[src/rtl/ws2812_frame_tx.sv]
// WS2812-class LED chain transmitter: streams pixel words MSB-first as timed pulses, then a latch low period.
// Define WS2812_OUTPUT_INVERT_EN to invert DO at the output flop, for inverting level shifters.
module ws2812_frame_tx #(
  parameter int BITS_PER_PIXEL = 24,
  parameter int T0H_CYCLES     = 8,
  parameter int T0L_CYCLES     = 17,
  parameter int T1H_CYCLES     = 16,
  parameter int T1L_CYCLES     = 9,
  parameter int RESET_CYCLES   = 6000,
  parameter int MAX_GAP_CYCLES = 4,
  parameter int LED_CNT_W      = 10
) (
  input  logic                      Clock,
  input  logic                      cRst_n,
  input  logic                      Start,
  input  logic [LED_CNT_W-1:0]      Led_Count,
  input  logic [BITS_PER_PIXEL-1:0] Pixel_Data,
  input  logic                      Pixel_Valid,
  output logic                      Pixel_Ready,
  output logic                      Busy,
  output logic                      Frame_Done,
  output logic                      Underrun,
  output logic                      DO
);
  function automatic int maxOf(input int a, input int b);
    return (a > b) ? a : b;
  endfunction

  localparam int MAX_T = maxOf(maxOf(maxOf(T0H_CYCLES, T0L_CYCLES), maxOf(T1H_CYCLES, T1L_CYCLES)),
                               maxOf(RESET_CYCLES, MAX_GAP_CYCLES));
  localparam int CNT_W = $clog2(MAX_T) + 1;
  localparam int BI_W  = (BITS_PER_PIXEL > 1) ? $clog2(BITS_PER_PIXEL) : 1;

  // Counters run down to zero, so each phase loads its length minus one.
  localparam logic [CNT_W-1:0] T0H_LD = CNT_W'(T0H_CYCLES - 1);
  localparam logic [CNT_W-1:0] T0L_LD = CNT_W'(T0L_CYCLES - 1);
  localparam logic [CNT_W-1:0] T1H_LD = CNT_W'(T1H_CYCLES - 1);
  localparam logic [CNT_W-1:0] T1L_LD = CNT_W'(T1L_CYCLES - 1);
  localparam logic [CNT_W-1:0] RST_LD = CNT_W'(RESET_CYCLES - 1);
  localparam logic [CNT_W-1:0] GAP_LD = CNT_W'(MAX_GAP_CYCLES - 1);
  localparam logic [BI_W-1:0]  MSB_IDX = BI_W'(BITS_PER_PIXEL - 1);

`ifdef WS2812_OUTPUT_INVERT_EN
  localparam logic DO_IDLE = 1'b1;
`else
  localparam logic DO_IDLE = 1'b0;
`endif

  typedef enum logic [2:0] {sIdle, sLoad, sHigh, sLow, sReset} state_t;

  state_t                    state;
  logic [CNT_W-1:0]          cnt;
  logic [BI_W-1:0]           bitIdx;
  logic [BITS_PER_PIXEL-1:0] shReg;
  logic [BITS_PER_PIXEL-1:0] shNext;
  logic [LED_CNT_W-1:0]      remaining;
  logic                      firstPix;

  assign Pixel_Ready = (state == sLoad);
  assign shNext      = shReg << 1;

  always_ff @(posedge Clock or negedge cRst_n) begin
    if (!cRst_n) begin
      state      <= sIdle;
      cnt        <= '0;
      bitIdx     <= '0;
      shReg      <= '0;
      remaining  <= '0;
      firstPix   <= 1'b0;
      Busy       <= 1'b0;
      Frame_Done <= 1'b0;
      Underrun   <= 1'b0;
      DO         <= DO_IDLE;
    end else begin
      Frame_Done <= 1'b0;
      Underrun   <= 1'b0;
      // DO mirrors the state one clock late, so every pulse width equals its state dwell.
      DO         <= (state == sHigh) ? ~DO_IDLE : DO_IDLE;
      case (state)
        sIdle: begin
          if (Start) begin
            Busy <= 1'b1;
            if (Led_Count != '0) begin
              remaining <= Led_Count;
              firstPix  <= 1'b1;
              state     <= sLoad;
            end else begin
              cnt   <= RST_LD;
              state <= sReset;
            end
          end
        end
        sLoad: begin
          if (Pixel_Valid) begin
            shReg     <= Pixel_Data;
            bitIdx    <= MSB_IDX;
            remaining <= remaining - 1'b1;
            firstPix  <= 1'b0;
            cnt       <= Pixel_Data[BITS_PER_PIXEL-1] ? T1H_LD : T0H_LD;
            state     <= sHigh;
          end else if (!firstPix) begin
            // Only later pixels are time-limited; a late one aborts the frame.
            if (cnt == '0) begin
              Underrun <= 1'b1;
              cnt      <= RST_LD;
              state    <= sReset;
            end else begin
              cnt <= cnt - 1'b1;
            end
          end
        end
        sHigh: begin
          if (cnt == '0) begin
            cnt   <= shReg[BITS_PER_PIXEL-1] ? T1L_LD : T0L_LD;
            state <= sLow;
          end else begin
            cnt <= cnt - 1'b1;
          end
        end
        sLow: begin
          if (cnt == '0) begin
            if (bitIdx != '0) begin
              shReg  <= shNext;
              bitIdx <= bitIdx - 1'b1;
              cnt    <= shNext[BITS_PER_PIXEL-1] ? T1H_LD : T0H_LD;
              state  <= sHigh;
            end else if (remaining != '0) begin
              cnt   <= GAP_LD;
              state <= sLoad;
            end else begin
              cnt   <= RST_LD;
              state <= sReset;
            end
          end else begin
            cnt <= cnt - 1'b1;
          end
        end
        sReset: begin
          if (cnt == '0) begin
            Frame_Done <= 1'b1;
            Busy       <= 1'b0;
            state      <= sIdle;
          end else begin
            cnt <= cnt - 1'b1;
          end
        end
        default: begin
          Busy  <= 1'b0;
          state <= sIdle;
        end
      endcase
    end
  end
endmodule

[config.mk]
export PLATFORM = sky130hd
export DESIGN_NAME = ws2812_frame_tx
export DESIGN_NICKNAME = d
export VERILOG_FILES = /design/src/rtl/ws2812_frame_tx.sv
export SDC_FILE = /design/constraint.sdc
export NUM_CORES = 1
export LEC_CHECK = 0
export ABC_AREA = 0
export BUFFER_PORTS_ARGS = -buffer_cell sky130_fd_sc_hd__buf_2
export CAP_MARGIN = 40
export CORE_MARGIN = 10
export CORE_UTILIZATION = 40
export DETAILED_ROUTE_END_ITERATION = 8
export PLACE_DENSITY = 0.58
export SYNTH_ARGS = -nofsm -noshare
export SYNTH_HDL_FRONTEND = slang
export SYNTH_SLANG_ARGS = --single-unit
[constraint.sdc]
create_clock -name Clock -period 2.4 [get_ports Clock]
set_clock_uncertainty 0.2 [all_clocks]
set_input_delay 0.24 -clock Clock [delete_from_list [all_inputs] [get_ports Clock]]
set_output_delay 0.24 -clock Clock [all_outputs]
set_load 0.01 [all_outputs]
==> metrics.yaml, run 1 <==
place:
  place_hpwl_um: 7292
  port_buffers: 42
  gp_congestion: 0.8638
  placed_area_um2: 4295
  pre_cts_ws_ns: -0.04408
worst_setup_path:
  cp_slowest_cell: "or4b_4"
  critPathLaunchType: "flop"
  slowest_delay_ns: 0.47
  worstPathRequired_ns: 2.46
  arrival_ns: 2.36
  cp_max_fo: 5
  criticalPathCategory: "reg -> reg"
  crit_chain: "inv_2 > ha_4 > or4b_4 > nor4_4 > o21a_2 > o22ai_2 > a221oi_2"
  end_kind: "flop"
synth:
  yosys_warnings: 0
  synth_top_flop_cell: "dfrtp_1"
  synth.largest_area_cell: "dfrtp_1"
  synthCells: 400
  syn-cell-area_um2: 3641
  netlist_top_cells_area: "dfrtp_1 (42%), mux2i_1 (6.9%), o21ai_0 (4.3%), a21oi_1 (3.3%), nand2_1 (3.3%)"
  synth_most_common_cell: "dfrtp_1"
  netlist.area_leader.share_pct: 41.92
  synthArstFlopShare_pct: 100.0
  synth_nets: 444
  seq_area_frac_synth_pct: 41.92
  synth_area_per_cell_um2: 9.102
  synth_cell_types: 63
  netlist_top_cells_count: "dfrtp_1 (61), nand2_1 (32), o21ai_0 (31)"
  synth-edff-count: 0
  ys_ff_latch: 61
cells_and_area:
  areaGrowthSynthToFinish_pct: 32.65
  design_area_um2: 4830
  fillers: 776
  drive_above_1_share_pct: 26.71
  nNetsFinal: 552
  num_antenna_cells: 0
  final_core_util_pct: 54.85
route:
  drc: 0
  drt_first_pass_iters: 5
  wire_per_inst_um: 15.92
  vias: 3467
  ant_nets: 0
  avgViaCountPerCell: 5.583
  routed_wl_um: 9887
  drtIter0Drc: 236
pwr:
  powerDensity_nw_per_um2: 1188
  vdd_ir_drop_max_mv: 0.4961
  finalPower_mw: 5.738
  power_leakage_nw: 2.233
timing:
  slew_headroom_pct: 55.01
  worstMarginPinSlew_ns: 0.6749
  fmax_mhz: 433.5
  setup_ws_ns: 0.09334
  finalCriticalPeriod_ns: 2.307
  setup-tns-final_ns: 0
  hold_viol: 0
  maxSlewViolCount: 0
  rsz0062_at_grt: "true"
  setup_viol: 0
  fin_crit_sh_pct: 96.11
clocking:
  clockRootBuffer: "clkbuf_8"
  htreeDepth: 3
  postCtsSetupBuffers: 0
  clock-sinks: 61
  clk_path_buf_depth: 2
  clock_latency_ns: 0.34
  clkTransAtPathRegs_ns: 0.08
  cts_tree: "built"
  numCtsBuffers: 9
floorplanning:
  die_y_um: 115.4
  fp.dieW_um: 115.4
  ios: 43
  dieArea_um2: 13320
  start_util_pct: 41.35
  core.rowCount: 34
  core_area_um2: 8806
worst_hold_path:
  worstHoldPathType: "in -> reg"
global_routing:
  grt_usage_pct: 15.70
  grt_pass1_vias: 3509
  grt.overflow.total: 0
  grt_max_degree: 31
  antenna_found_initial: 0
  grt_pass1_wl_um: 17020
run_status:
  run_status: "finished, final reports clean"
flow_run:
  max-cap-violations: 0
==> cells in the final DEF (no fill, tap or decap), types with 4 or more instances in the layout <==
cell type	Yosys	final
nor3_1	16	15
clkbuf_8	0	10
nor2_1	30	30
ha_1	6	5
nand3b_1	6	6
a31oi_1	5	5
dfrtp_1	61	61
nand2b_1	5	5
o21ai_0	31	31
nand2_1	32	32
nor3b_1	5	4
buf_2	6	42
a21oi_1	24	24
buf_4	1	53
dlygate4sd3_1	0	26
mux2i_1	25	25
o211ai_1	4	4
nor4_1	7	7
a41oi_1	4	4
o22ai_1	10	8
nand3_1	8	8
o21ai_1	14	13
inv_1	12	10
o21a_1	5	4
==> per-layer routing <==
metal | up-vias | track usage (%) | share of wire [%]
met3 | 25 | 4.219 | 4.2
li1 | 1712 | - | -
met4 | 0 | 7.010 | 2.8
met2 | 73 | 24.33 | 48
met1 | 1657 | 20.06 | 45
met5 | - | 0 | 0
==> final timing paths <==
check | startpoint | to | slack [ns] | depth (start not counted)
max in group asynchronous | cRst_n | Busy$_DFFE_PN0P_ | 1.03 | 3
min in group asynchronous | cRst_n | shReg[5]$_DFFE_PN0P_ | 0.26 | 2
worst min register to register | shReg[3]$_DFFE_PN0P_ | shReg[3]$_DFFE_PN0P_ | 0.28 | 2
worst max register to register | bitIdx[0]$_DFFE_PN0P_ | cnt[6]$_DFFE_PN0P_ | 0.09 | 7
worst max-delay path | bitIdx[0]$_DFFE_PN0P_ | cnt[6]$_DFFE_PN0P_ | 0.09 | 7
worst min-delay path | Pixel_Data[12] | shReg[12]$_DFFE_PN0P_ | 0.02 | 3
==> critical path, delay by kind of cell (launching register included) <==
kind / cells / cell delay, ns
flip-flops: 1 / 0.40
AND/OR/NAND/NOR: 2 / 0.79
buffers and inverters: 1 / 0.09
AO/OA/AOI/OAI: 3 / 0.62
adder cells (fa/ha/maj): 1 / 0.12
==> sequential cells by signal, indices dropped and copies added, names as in the netlist <==
signal      count
remaining      10
Frame_Done      1
cnt            14
Underrun        1
firstPix        1
shReg          24
DO              1
bitIdx          5
Busy            1
state           3
==> per-stage QoR <==
step	hold slack, ns	instances
after floorplan	-0.2556	400
after global placement	0.1169	579
after detailed placement	0.1307	579
after CTS	0.006115	621
after global routing	0.04193	621
final	0.01666	621
==> area by class of cell <==
cell class / instances / area [µm²] / share of cell area (%)
inverters: 13 / 48.80 / 1.010
multi-input cells: 301 / 2007 / 41.55
clock inverters: 6 / 86.33 / 1.788
clock buffers: 10 / 137.6 / 2.850
flip-flops and latches: 61 / 1526 / 31.61
well taps: 108 / 135.1 / 2.798
repair buffers: 122 / 888.4 / 18.39
==> cell families after synthesis <==
logic type | synth area share [%]
simple gates | 20.79
compound gates | 23.20
flops | 41.92
buf+inv | 4.433
mux | 6.873
fa+ha+maj | 2.062
xor+xnor | 0.7218
==> where the power goes <==
group          leakage (nW)  total [mW]  switching (mW)  internal [mW]
Combinational          1.37        2.88            1.54           1.34
Sequential            0.749        1.81           0.329           1.48
Clock                 0.112        1.04           0.434          0.611
Total                  2.23        5.74            2.30           3.43
==> repair_timing <==
action,CTS,global route
endpoints found under the hold margin,52,0
pin swaps,0,5
gates resized for setup,1,14
hold buffers,26,0
setup endpoints to repair,4,44
(Power assumes the default switching activity.)
==> inputs of run 2 (changes only) <==
--- a/config.mk
+++ b/config.mk
@@ -8,7 +8,7 @@
 export ABC_AREA = 0
 export BUFFER_PORTS_ARGS = -buffer_cell sky130_fd_sc_hd__buf_2
 export CAP_MARGIN = 40
-export CORE_MARGIN = 10
+export CORE_MARGIN = 2
 export CORE_UTILIZATION = 40
 export DETAILED_ROUTE_END_ITERATION = 8
 export PLACE_DENSITY = 0.58
==> metrics.yaml, run 2 (synthesis results as in run 1) <==
worst_setup_path:
  critPathLaunchType: "flop"
  end_kind: "flop"
  criticalPathCategory: "reg -> reg"
  arrival_ns: 2.33  # -0.03 ns
  worstSetupEndpoint: "cnt[6]$_DFFE_PN0P_"
  startpoint: "bitIdx[0]$_DFFE_PN0P_"
  r2r-end: "cnt[6]$_DFFE_PN0P_"
  rr_startpoint: "bitIdx[0]$_DFFE_PN0P_"
  cp_max_fo: 5  # unchanged
  worstPathRequired_ns: 2.45  # about the same
  reg2regPathDepth: 7  # unchanged
  reg2reg_slack_ns: 0.12  # +0.02 ns
pwr:
  powerDensity_nw_per_um2: 1242  # +4.6%
  vdd_ir_drop_max_mv: 0.5355  # +7.9%
  power_leakage_nw: 2.232  # about the same
  finalPower_mw: 5.975  # +4.1%
route:
  avgViaCountPerCell: 5.543  # -0.71%
  ant_nets: 0  # unchanged
  routed_wl_um: 9855  # -0.32%
  drtIter0Drc: 115  # -51%
  drc: 0  # unchanged
  wire_per_inst_um: 16.02  # +0.65%
  drt_first_pass_iters: 4  # -1
  vias: 3409  # -1.7%
clocking:
  htreeDepth: 3  # unchanged
  clockRootBuffer: "clkbuf_8"
  clk_path_buf_depth: 2  # unchanged
  postCtsSetupBuffers: 0  # unchanged
  clock-sinks: 61  # unchanged
  clkTransAtPathRegs_ns: 0.08  # about the same
  cts_tree: "built"
  clock_latency_ns: 0.34  # about the same
  numCtsBuffers: 9  # unchanged
place:
  gp_congestion: 0.9332  # +8.0%
  place_hpwl_um: 6965  # -4.5%
  placed_area_um2: 4318  # +0.52%
  port_buffers: 42  # unchanged
  pre_cts_ws_ns: -0.05116  # -0.007075 ns
cells_and_area:
  fillers: 799  # +3.0%
  nNetsFinal: 546  # -1.1%
  mostFrequentLayoutCell: "dfrtp_1"
  design_area_um2: 4811  # -0.39%
  reg.largest.list: "shReg x24, cnt x14, remaining x10"
  multiInputGateArea_um2: 1999  # -0.37%
  largest_register_ffs: 24  # unchanged
  regMostFlops: "shReg"
  drive_above_1_share_pct: 27.42  # +0.71 points
  areaGrowthSynthToFinish_pct: 32.13
  seq_area_um2: 1528  # about the same
  final_cell_mix: "dfrtp_1 (60), buf_4 (54), buf_2 (42), nand2_1 (32), o21ai_0 (31)"
  final_core_util_pct: 54.90  # about the same
  num_antenna_cells: 0  # unchanged
timing:
  setup-tns-final_ns: 0  # unchanged
  hold_viol: 0  # unchanged
  slew_headroom_pct: 71.45  # +16 points
  rsz0062_at_grt: "false"
  fmax_mhz: 438.0  # +1.0%
  setup_ws_ns: 0.1170  # +0.02366 ns
  finalCriticalPeriod_ns: 2.283  # -0.02366 ns
  maxSlewViolCount: 0  # unchanged
  fin_crit_sh_pct: 95.12  # -0.99 points
  setup_viol: 0  # unchanged
  worstMarginPinSlew_ns: 0.4215  # -0.2534 ns
floorplanning:
  start_util_pct: 41.55  # +0.20 points
  core.rowCount: 34  # unchanged
  core_area_um2: 8763  # -0.48%
  die_y_um: 99.41  # -14%
  dieArea_um2: 9881  # -26%
  ios: 43  # unchanged
  fp.dieW_um: 99.41  # -14%
worst_hold_path:
  worstHoldPathType: "in -> reg"
global_routing:
  grt_pass1_wl_um: 16870  # -0.85%
  antenna_found_initial: 0  # unchanged
  grt.overflow.total: 0  # unchanged
  grt_usage_pct: 21.24  # +5.5 points
  grt_pass1_vias: 3507  # -0.057%
  grt_max_degree: 50  # +61%
run_status:
  run_status: "finished, final reports clean"
flow_run:
  max-cap-violations: 0  # unchanged
[run 2: worst max-delay path, stage by stage, from the launching register on]
cell and delay [ns]:
dfrtp_1 0.40, inv_2 0.08, ha_4 0.12, or4b_4 0.48, nor4_4 0.32, o21a_2 0.25
o22ai_2 0.09, a221oi_2 0.26
[run 2: what timing repair did]
item                                    in CTS  in global routing
hold buffers                                17                  0
cloned                                       0                  0
hold endpoints to repair                    61                  0
pin swaps                                    0                  5
resized for setup                            2                 14
endpoints found under the setup margin       6                 44
[run 2: power by group]
group / total [mW] / switching, mW / internal, mW
logic: 2.89 / 1.54 / 1.35
clock network: 1.26 / 0.437 / 0.824
registers: 1.82 / 0.344 / 1.48
[run 2: how the worst min path moves through the flow]
stage	from	to	slack, ns	cells after the start
finish	Pixel_Data[6]	shReg[6]$_DFFE_PN0P_	0.009	3
global route	Pixel_Data[23]	shReg[23]$_DFFE_PN0P_	0.02	3
CTS	Pixel_Data[6]	shReg[6]$_DFFE_PN0P_	0.0004	3
detailed placement	cRst_n	cnt[11]$_DFFE_PN0P_	-0.02	1
global placement	cRst_n	cnt[11]$_DFFE_PN0P_	-0.03	1
floorplan	cRst_n	Busy$_DFFE_PN0P_	-0.26	0
[run 2: routing by layer]
layer | wire (µm) | track usage, % | vias up
met5 | 0 | 0 | -
met4 | 238 | 8.957 | 0
met3 | 289 | 4.146 | 21
met2 | 4904 | 35.14 | 60
met1 | 4421 | 27.22 | 1627
li1 | - | - | 1701
[run 2: area by class of cell]
| cell class | instances | area share (%) |
|---|---|---|
| Tap cell | 108 | 2.809 |
| Multi-Input combinational cell | 301 | 41.56 |
| Clock inverter | 6 | 2.783 |
| Sequential cell | 61 | 31.76 |
| Timing Repair Buffer | 116 | 17.22 |
| Clock buffer | 10 | 2.861 |
| Inverter | 13 | 1.014 |
[run 2: metrics by stage]
stage	cells	hold WS, ns
4_1_cts	615	0.0004458
2_1_floorplan	400	-0.2556
3_3_place_gp	582	-0.02863
3_5_place_dp	582	-0.02058
6_report	615	0.008658
5_1_grt	615	0.02060
